`config.mk`:
```
export PLATFORM = sky130hd
export DESIGN_NAME = branch_ctrl
export DESIGN_NICKNAME = d
export VERILOG_FILES = /design/src/rtl/branch_ctrl.sv
export SDC_FILE = /design/constraint.sdc
export NUM_CORES = 1
export LEC_CHECK = 0
export BUFFER_PORTS_ARGS = -buffer_cell sky130_fd_sc_hd__buf_2
export CAP_MARGIN = 20
export CORE_AREA = 2 2 156 158
export CTS_BUF_LIST = sky130_fd_sc_hd__clkbuf_8
export DETAILED_ROUTE_END_ITERATION = 6
export DIE_AREA = 0 0 158 160
export GPL_TIMING_DRIVEN = 0
export PLACE_DENSITY_LB_ADDON = 0.3
export SETUP_SLACK_MARGIN = 0.02
export SYNTH_ARGS = -nofsm -noshare
export SYNTH_HDL_FRONTEND = slang
export SYNTH_SLANG_ARGS = --single-unit
```
`constraint.sdc`:
```
create_clock -name clk -period 4.23 [get_ports clk]
set_input_delay 0.6345 -clock clk [delete_from_list [all_inputs] [get_ports clk]]
set_output_delay 0.6345 -clock clk [all_outputs]
set_load 0.005 [all_outputs]
```
`src/rtl/branch_ctrl.sv`:
```
// Decode-stage branch resolution: operand forwarding, hazard stall, taken/target decision,
// AL link write, hold of a resolved decision across external stalls, and branch counters.
module branch_ctrl #(
    parameter int CNT_W = 32
) (
    input  logic             clk,
    input  logic             resetn,
    input  logic             br_valid,
    input  logic [5:0]       br_op,
    input  logic [4:0]       br_rt,
    input  logic [4:0]       rs_addr,
    input  logic [4:0]       rt_addr,
    input  logic [31:0]      rf_a,
    input  logic [31:0]      rf_b,
    input  logic [31:0]      pc_plus4,
    input  logic [31:0]      br_offset,
    input  logic             ex_wreg,
    input  logic [4:0]       ex_waddr,
    input  logic             mem_wreg,
    input  logic [4:0]       mem_waddr,
    input  logic             mem_is_load,
    input  logic [31:0]      mem_result,
    input  logic             ext_stall,
    input  logic             flush,
    output logic [31:0]      cmp_a,
    output logic [31:0]      cmp_b,
    output logic [5:0]       cmp_op,
    output logic [4:0]       cmp_rt,
    input  logic             cmp_y,
    output logic             stall_d,
    output logic             pc_branch,
    output logic [31:0]      br_target,
    output logic             link_we,
    output logic [31:0]      link_data,
    output logic [CNT_W-1:0] br_cnt,
    output logic [CNT_W-1:0] taken_cnt
);
    localparam logic [5:0] OP_REGIMM = 6'h01;
    localparam logic [5:0] OP_BEQ    = 6'h04;
    localparam logic [5:0] OP_BNE    = 6'h05;
    localparam logic [4:0] RT_BLTZAL = 5'h10;
    localparam logic [4:0] RT_BGEZAL = 5'h11;

    typedef enum logic [1:0] {IDLE, HAZ, DONE} state_t;

    state_t state;
    logic   taken_q;
    logic   need_rt;
    logic   haz_rs;
    logic   haz_rt;
    logic   hazard;
    logic   fwd_rs;
    logic   fwd_rt;
    logic   resolve;
    logic   is_link;

    // $0 is hardwired, so it can neither hazard nor be forwarded.
    always_comb begin
        need_rt = (br_op == OP_BEQ) || (br_op == OP_BNE);
        haz_rs  = (rs_addr != 5'd0) &&
                  ((ex_wreg && (ex_waddr == rs_addr)) ||
                   (mem_wreg && mem_is_load && (mem_waddr == rs_addr)));
        haz_rt  = need_rt && (rt_addr != 5'd0) &&
                  ((ex_wreg && (ex_waddr == rt_addr)) ||
                   (mem_wreg && mem_is_load && (mem_waddr == rt_addr)));
        hazard  = haz_rs || haz_rt;
        fwd_rs  = (rs_addr != 5'd0) && mem_wreg && !mem_is_load && (mem_waddr == rs_addr);
        fwd_rt  = need_rt && (rt_addr != 5'd0) && mem_wreg && !mem_is_load &&
                  (mem_waddr == rt_addr);
        is_link = (br_op == OP_REGIMM) && ((br_rt == RT_BLTZAL) || (br_rt == RT_BGEZAL));
    end

    assign cmp_a     = fwd_rs ? mem_result : rf_a;
    assign cmp_b     = fwd_rt ? mem_result : rf_b;
    assign cmp_op    = br_op;
    assign cmp_rt    = br_rt;
    assign br_target = pc_plus4 + br_offset;
    assign link_data = pc_plus4 + 32'd4;

    // Outputs are gated by resetn so nothing fires while reset is held.
    assign resolve   = resetn && br_valid && !hazard && !flush && (state != DONE);
    assign stall_d   = resetn && br_valid && hazard && (state != DONE);
    assign pc_branch = resetn && (resolve ? cmp_y : ((state == DONE) && taken_q));
    assign link_we   = resolve && is_link;

    always_ff @(posedge clk or negedge resetn) begin
        if (!resetn) begin
            state     <= IDLE;
            taken_q   <= 1'b0;
            br_cnt    <= '0;
            taken_cnt <= '0;
        end else begin
            if (resolve) begin
                br_cnt    <= br_cnt + CNT_W'(1);
                taken_cnt <= taken_cnt + CNT_W'(cmp_y);
                taken_q   <= cmp_y;
            end
            case (state)
                IDLE: begin
                    if (br_valid && !flush) begin
                        if (hazard)
                            state <= HAZ;
                        else if (ext_stall)
                            state <= DONE;
                    end
                end
                HAZ: begin
                    if (flush || !br_valid)
                        state <= IDLE;
                    else if (!hazard)
                        state <= ext_stall ? DONE : IDLE;
                end
                DONE: begin
                    if (flush || !ext_stall)
                        state <= IDLE;
                end
                default: state <= IDLE;
            endcase
        end
    end
endmodule

```
==> flow_metrics.py <==
metrics = {
    "logic_synthesis": {
        "ys_ff_latch": 67,
        "yosysTopAreaCell": "dfrtp_1",
        "synthTopCellsByArea": "dfrtp_1 (26%), xnor2_1 (13%), mux2_2 (11%)",
        "yosysSeqAreaShare_pct": 25.6,
        "syn_nets": 978,
        "ys_async_sr_fraction_pct": 100,
        "synthDistinctLibCells": 61,
        "synth_xor_area_share_pct": 18.2,
        "synth_edf_count": 0,
        "muxShareOfSynthArea_pct": 11.0,
        "synthCells": 742,
        "yosys_warnings": 0,
        "synth_top_family_by_area": "simple AND/OR/NAND/NOR gates",
        "synth_fa_ha_area_share_pct": 7.00,
        "synth_ff_type": "dfrtp_1",
        "yosysTopAreaCellShare_pct": 25.6,
        "synth_compound_area_share_pct": 11.5,
        "synthSimpleGateAreaFrac_pct": 22.2,
        "syn_area_um2": 6540,
        "avgSynthCellArea_um2": 8.81,
    },
    "die": {
        "die_width_um": 158,
        "pin_count": 406,
        "dieArea_um2": 25300,
        "start_util_pct": 27.5,
        "chipHeight_um": 160,
        "core_area_um2": 23800,
        "row_count": 57,
    },
    "clock_tree": {
        "ctsHtreeMaxLevel": 3,
        "post_cts.repair.setup_buffers": 0,
        "cts_hold_buffers": 0,
        "clock-sinks": 67,
        "root_buffer": "clkbuf_8",
        "cts_buffers": 9,
        "clock_path_buffers": 2,
        "clock_latency_ns": 0.35,
        "clk_pin_slew_worst_paths_ns": 0.08,
        "cts_tree": "built",
    },
    "routing": {
        "vias_per_cell": 4.91,
        "num_vias": 7326,
        "drtIter0Drc": 337,
        "dr.pass1.iters": 4,
        "antenna_left": 0,
        "m1WireLength_mm": 11.9,
        "highest_layer": "met5",
        "routed_wl_mm": 26.2,
        "met2_length_mm": 11.9,
        "avgRoutedWirePerCell_um": 17.6,
        "drc": 0,
        "routed-wl-met3_mm": 2.28,
    },
    "grt": {
        "grt_pass1_vias": 7052,
        "grt_pass1_wl_mm": 39.2,
        "grt_max_degree": 70,
        "overflow": 0,
        "antenna_found_initial": 12,
        "grtUsageTotal_pct": 19.7,
    },
    "layout": {
        "final_nets": 1393,
        "syn_to_final_growth_pct": 40.5,
        "stdcell_area_um2": 9190,
        "fin_cells": 1493,
        "fill_cells": 2548,
        "multi_input_area_um2": 4580,
        "seq_area_um2": 1680,
        "layout-drive-gt1-share_pct": 44.6,
    },
    "sta": {
        "finClkSkew_ns": 0.0147,
        "finalCriticalPeriod_ns": 4.04,
        "maxSlewViolCount": 0,
        "worstMarginPinSlew_ns": 0.860,
        "fin_crit_sh_pct": 95.5,
        "fmax_ghz": 0.248,
        "rsz0062_at_grt": "no",
        "hold_viol": 0,
        "relSlewSlack_pct": 42.7,
        "setup_slack_ns": 0.190,
        "setup_viol": 0,
        "setup-tns-final_ns": 0,
    },
    "power": {
        "leakagePower_nw": 4.69,
        "pwr-share-seq_pct": 35.2,
        "fin_total_pwr_w": 0.00207,
        "peakVddDrop_mv": 0.140,
        "powerDensity_nw_per_um2": 226,
        "p_int_w": 0.00132,
        "comb_power_share_pct": 39.0,
        "switchingPower_w": 0.000750,
        "power_frac_clock_pct": 25.8,
        "swShare_pct": 36.2,
    },
    "critical_path": {
        "crit_type": "in -> out",
        "timing.critical_path.from": "pc_plus4[0]",
        "worstSetupStartpointType": "primary input",
        "max_stage_delay_ns": 0.54,
        "worst_ep_required_time_ns": 3.60,
        "crit_buf_inv": 2,
        "arrival_ns": 3.41,
        "rrSetupSlack_ns": 1.81,
        "path_cells": "buf_2 > ha_1 > fa_1 > a211o_1 > a21o_1 > a2111oi_1 > o41a_1 > o21ai_0 > a21oi_1 > xnor2_1 > buf_2",
        "crit_slowest_cell": "a2111oi_1",
        "endpoint_kind": "primary output",
        "rr_startpoint": "br_cnt[2]$_DFFE_PN0P_",
        "ff2ff_path_depth": 7,
        "critPathMaxFanout": 3,
        "path_delay_family": "compound AO/OA/AOI/OAI gates",
        "cp_num_cells": 11,
        "cpMostUsedCell": "buf_2",
    },
    "hold_path": {
        "hold_path.class": "in -> async",
    },
    "placement": {
        "post-place-ws_ns": -0.0283,
        "gp_congestion": 0.915,
        "portBuffers": 404,
        "dp_hpwl_mm": 22.2,
        "postPlaceCellArea_um2": 8970,
        "placedCellCount": 1470,
    },
    "status": {
        "outcome": "completed",
    },
    "flow_run": {
        "cap_violations": 0,
    },
}
-- logic make-up (layout without fill, tap and decap cells) --
family,Yosys count,after routing
adders and majority gates,36,36
buffers and inverters,53,473
AOI/OAI and AO/OA,113,113
muxes,64,64
and+or+nand+nor,273,273
xor gates and xnor gates,136,136
DFF,67,67
other,0,7
-- flip-flops by register name, summed over array words and instances (netlist names) --
signal / cells
br_cnt: 32
taken_cnt: 32
state: 2
taken_q: 1
-- worst reg2reg max path, cell delays in order, from the launching register on --
cell	delay [ns]
dfrtp_1	0.44
and4_1	0.31
nand4_1	0.22
nor3_1	0.43
nand3_1	0.12
nor2_1	0.44
nand4_1	0.19
xnor2_1	0.16
-- metal layers --
metal / global-route usage, % / vias up
met5: 0 / -
met4: 1.80 / 10
met3: 5.43 / 19
met2: 31.9 / 287
met1: 27.1 / 3486
li1: - / 3524
-- timing repair --
action / in CTS / in global routing
endpoints found under the hold margin: 0 / 0
setup endpoints to repair: 20 / 2
gates resized for setup: 1 / 2
-- power groups by stage --
| stage | Clock [W] | Sequential, W | Combinational [W] |
|---|---|---|---|
| floorplan | 0 | 0.000733 | 0.000408 |
| detailed placement | 0 | 0.000743 | 0.000804 |
| CTS | 0.000551 | 0.000730 | 0.000811 |
| global placement | 0 | 0.000741 | 0.000805 |
| finish | 0.000535 | 0.000730 | 0.000809 |
| global route | 0.000583 | 0.000736 | 0.000889 |
-- worst paths after layout --
check	endpoint
worst min register to register	state[0]$_DFFE_PN0P_
min in group clk	state[0]$_DFFE_PN0P_
worst max register to register	br_cnt[25]$_DFFE_PN0P_
worst max-delay path	br_target[28]
max in group asynchronous	taken_cnt[17]$_DFFE_PN0P_
worst min-delay path	br_cnt[30]$_DFFE_PN0P_
-- cell usage in the layout (no fill, tap or decap), drive strengths merged, types with 35 or more instances in the layout --
master  count
buf       434
xnor2      95
dfrtp      67
mux2       64
nand2      60
nand3      43
nor2       42
xor2       41
nand4      40
a21oi      35
ha         35
-- cell type report --
cell class,instances,area share [%]
Clock inverter,7,0.749
Inverter,12,0.490
Multi-Input combinational cell,622,49.8
Timing Repair Buffer,404,22.0
Buffer,41,2.68
Sequential cell,67,18.3
Antenna cell,7,0.191
Clock buffer,9,1.35
Tap cell,324,4.41
-- through the flow --
step | util (%) | hold WS [ns]
floorplan | - | 0.339
global placement | 37.6 | 0.447
detailed placement | 37.7 | 0.453
CTS | 38.5 | 0.428
global route | 38.5 | 0.467
finish | 38.6 | 0.409
-- Yosys cell counts (4+ instances only) --
master,n
and3_1,31
a211oi_1,7
nor2b_1,5
nor3b_1,4
nor4_1,4
a21o_1,17
and4_1,7
o21ai_0,18
xor2_1,41
o21bai_1,4
nand4_1,40
dfrtp_1,67
o21a_1,5
clkbuf_1,11
inv_1,12
buf_6,4
nor2_1,42
a21oi_1,35
buf_2,11
or4_1,4
nor3_1,15
ha_1,35
xnor2_1,95
nand2_1,59
nand3_1,43
and2_1,4
mux2_2,62
buf_4,13
Note: power is estimated with default switching activity, not from simulation.
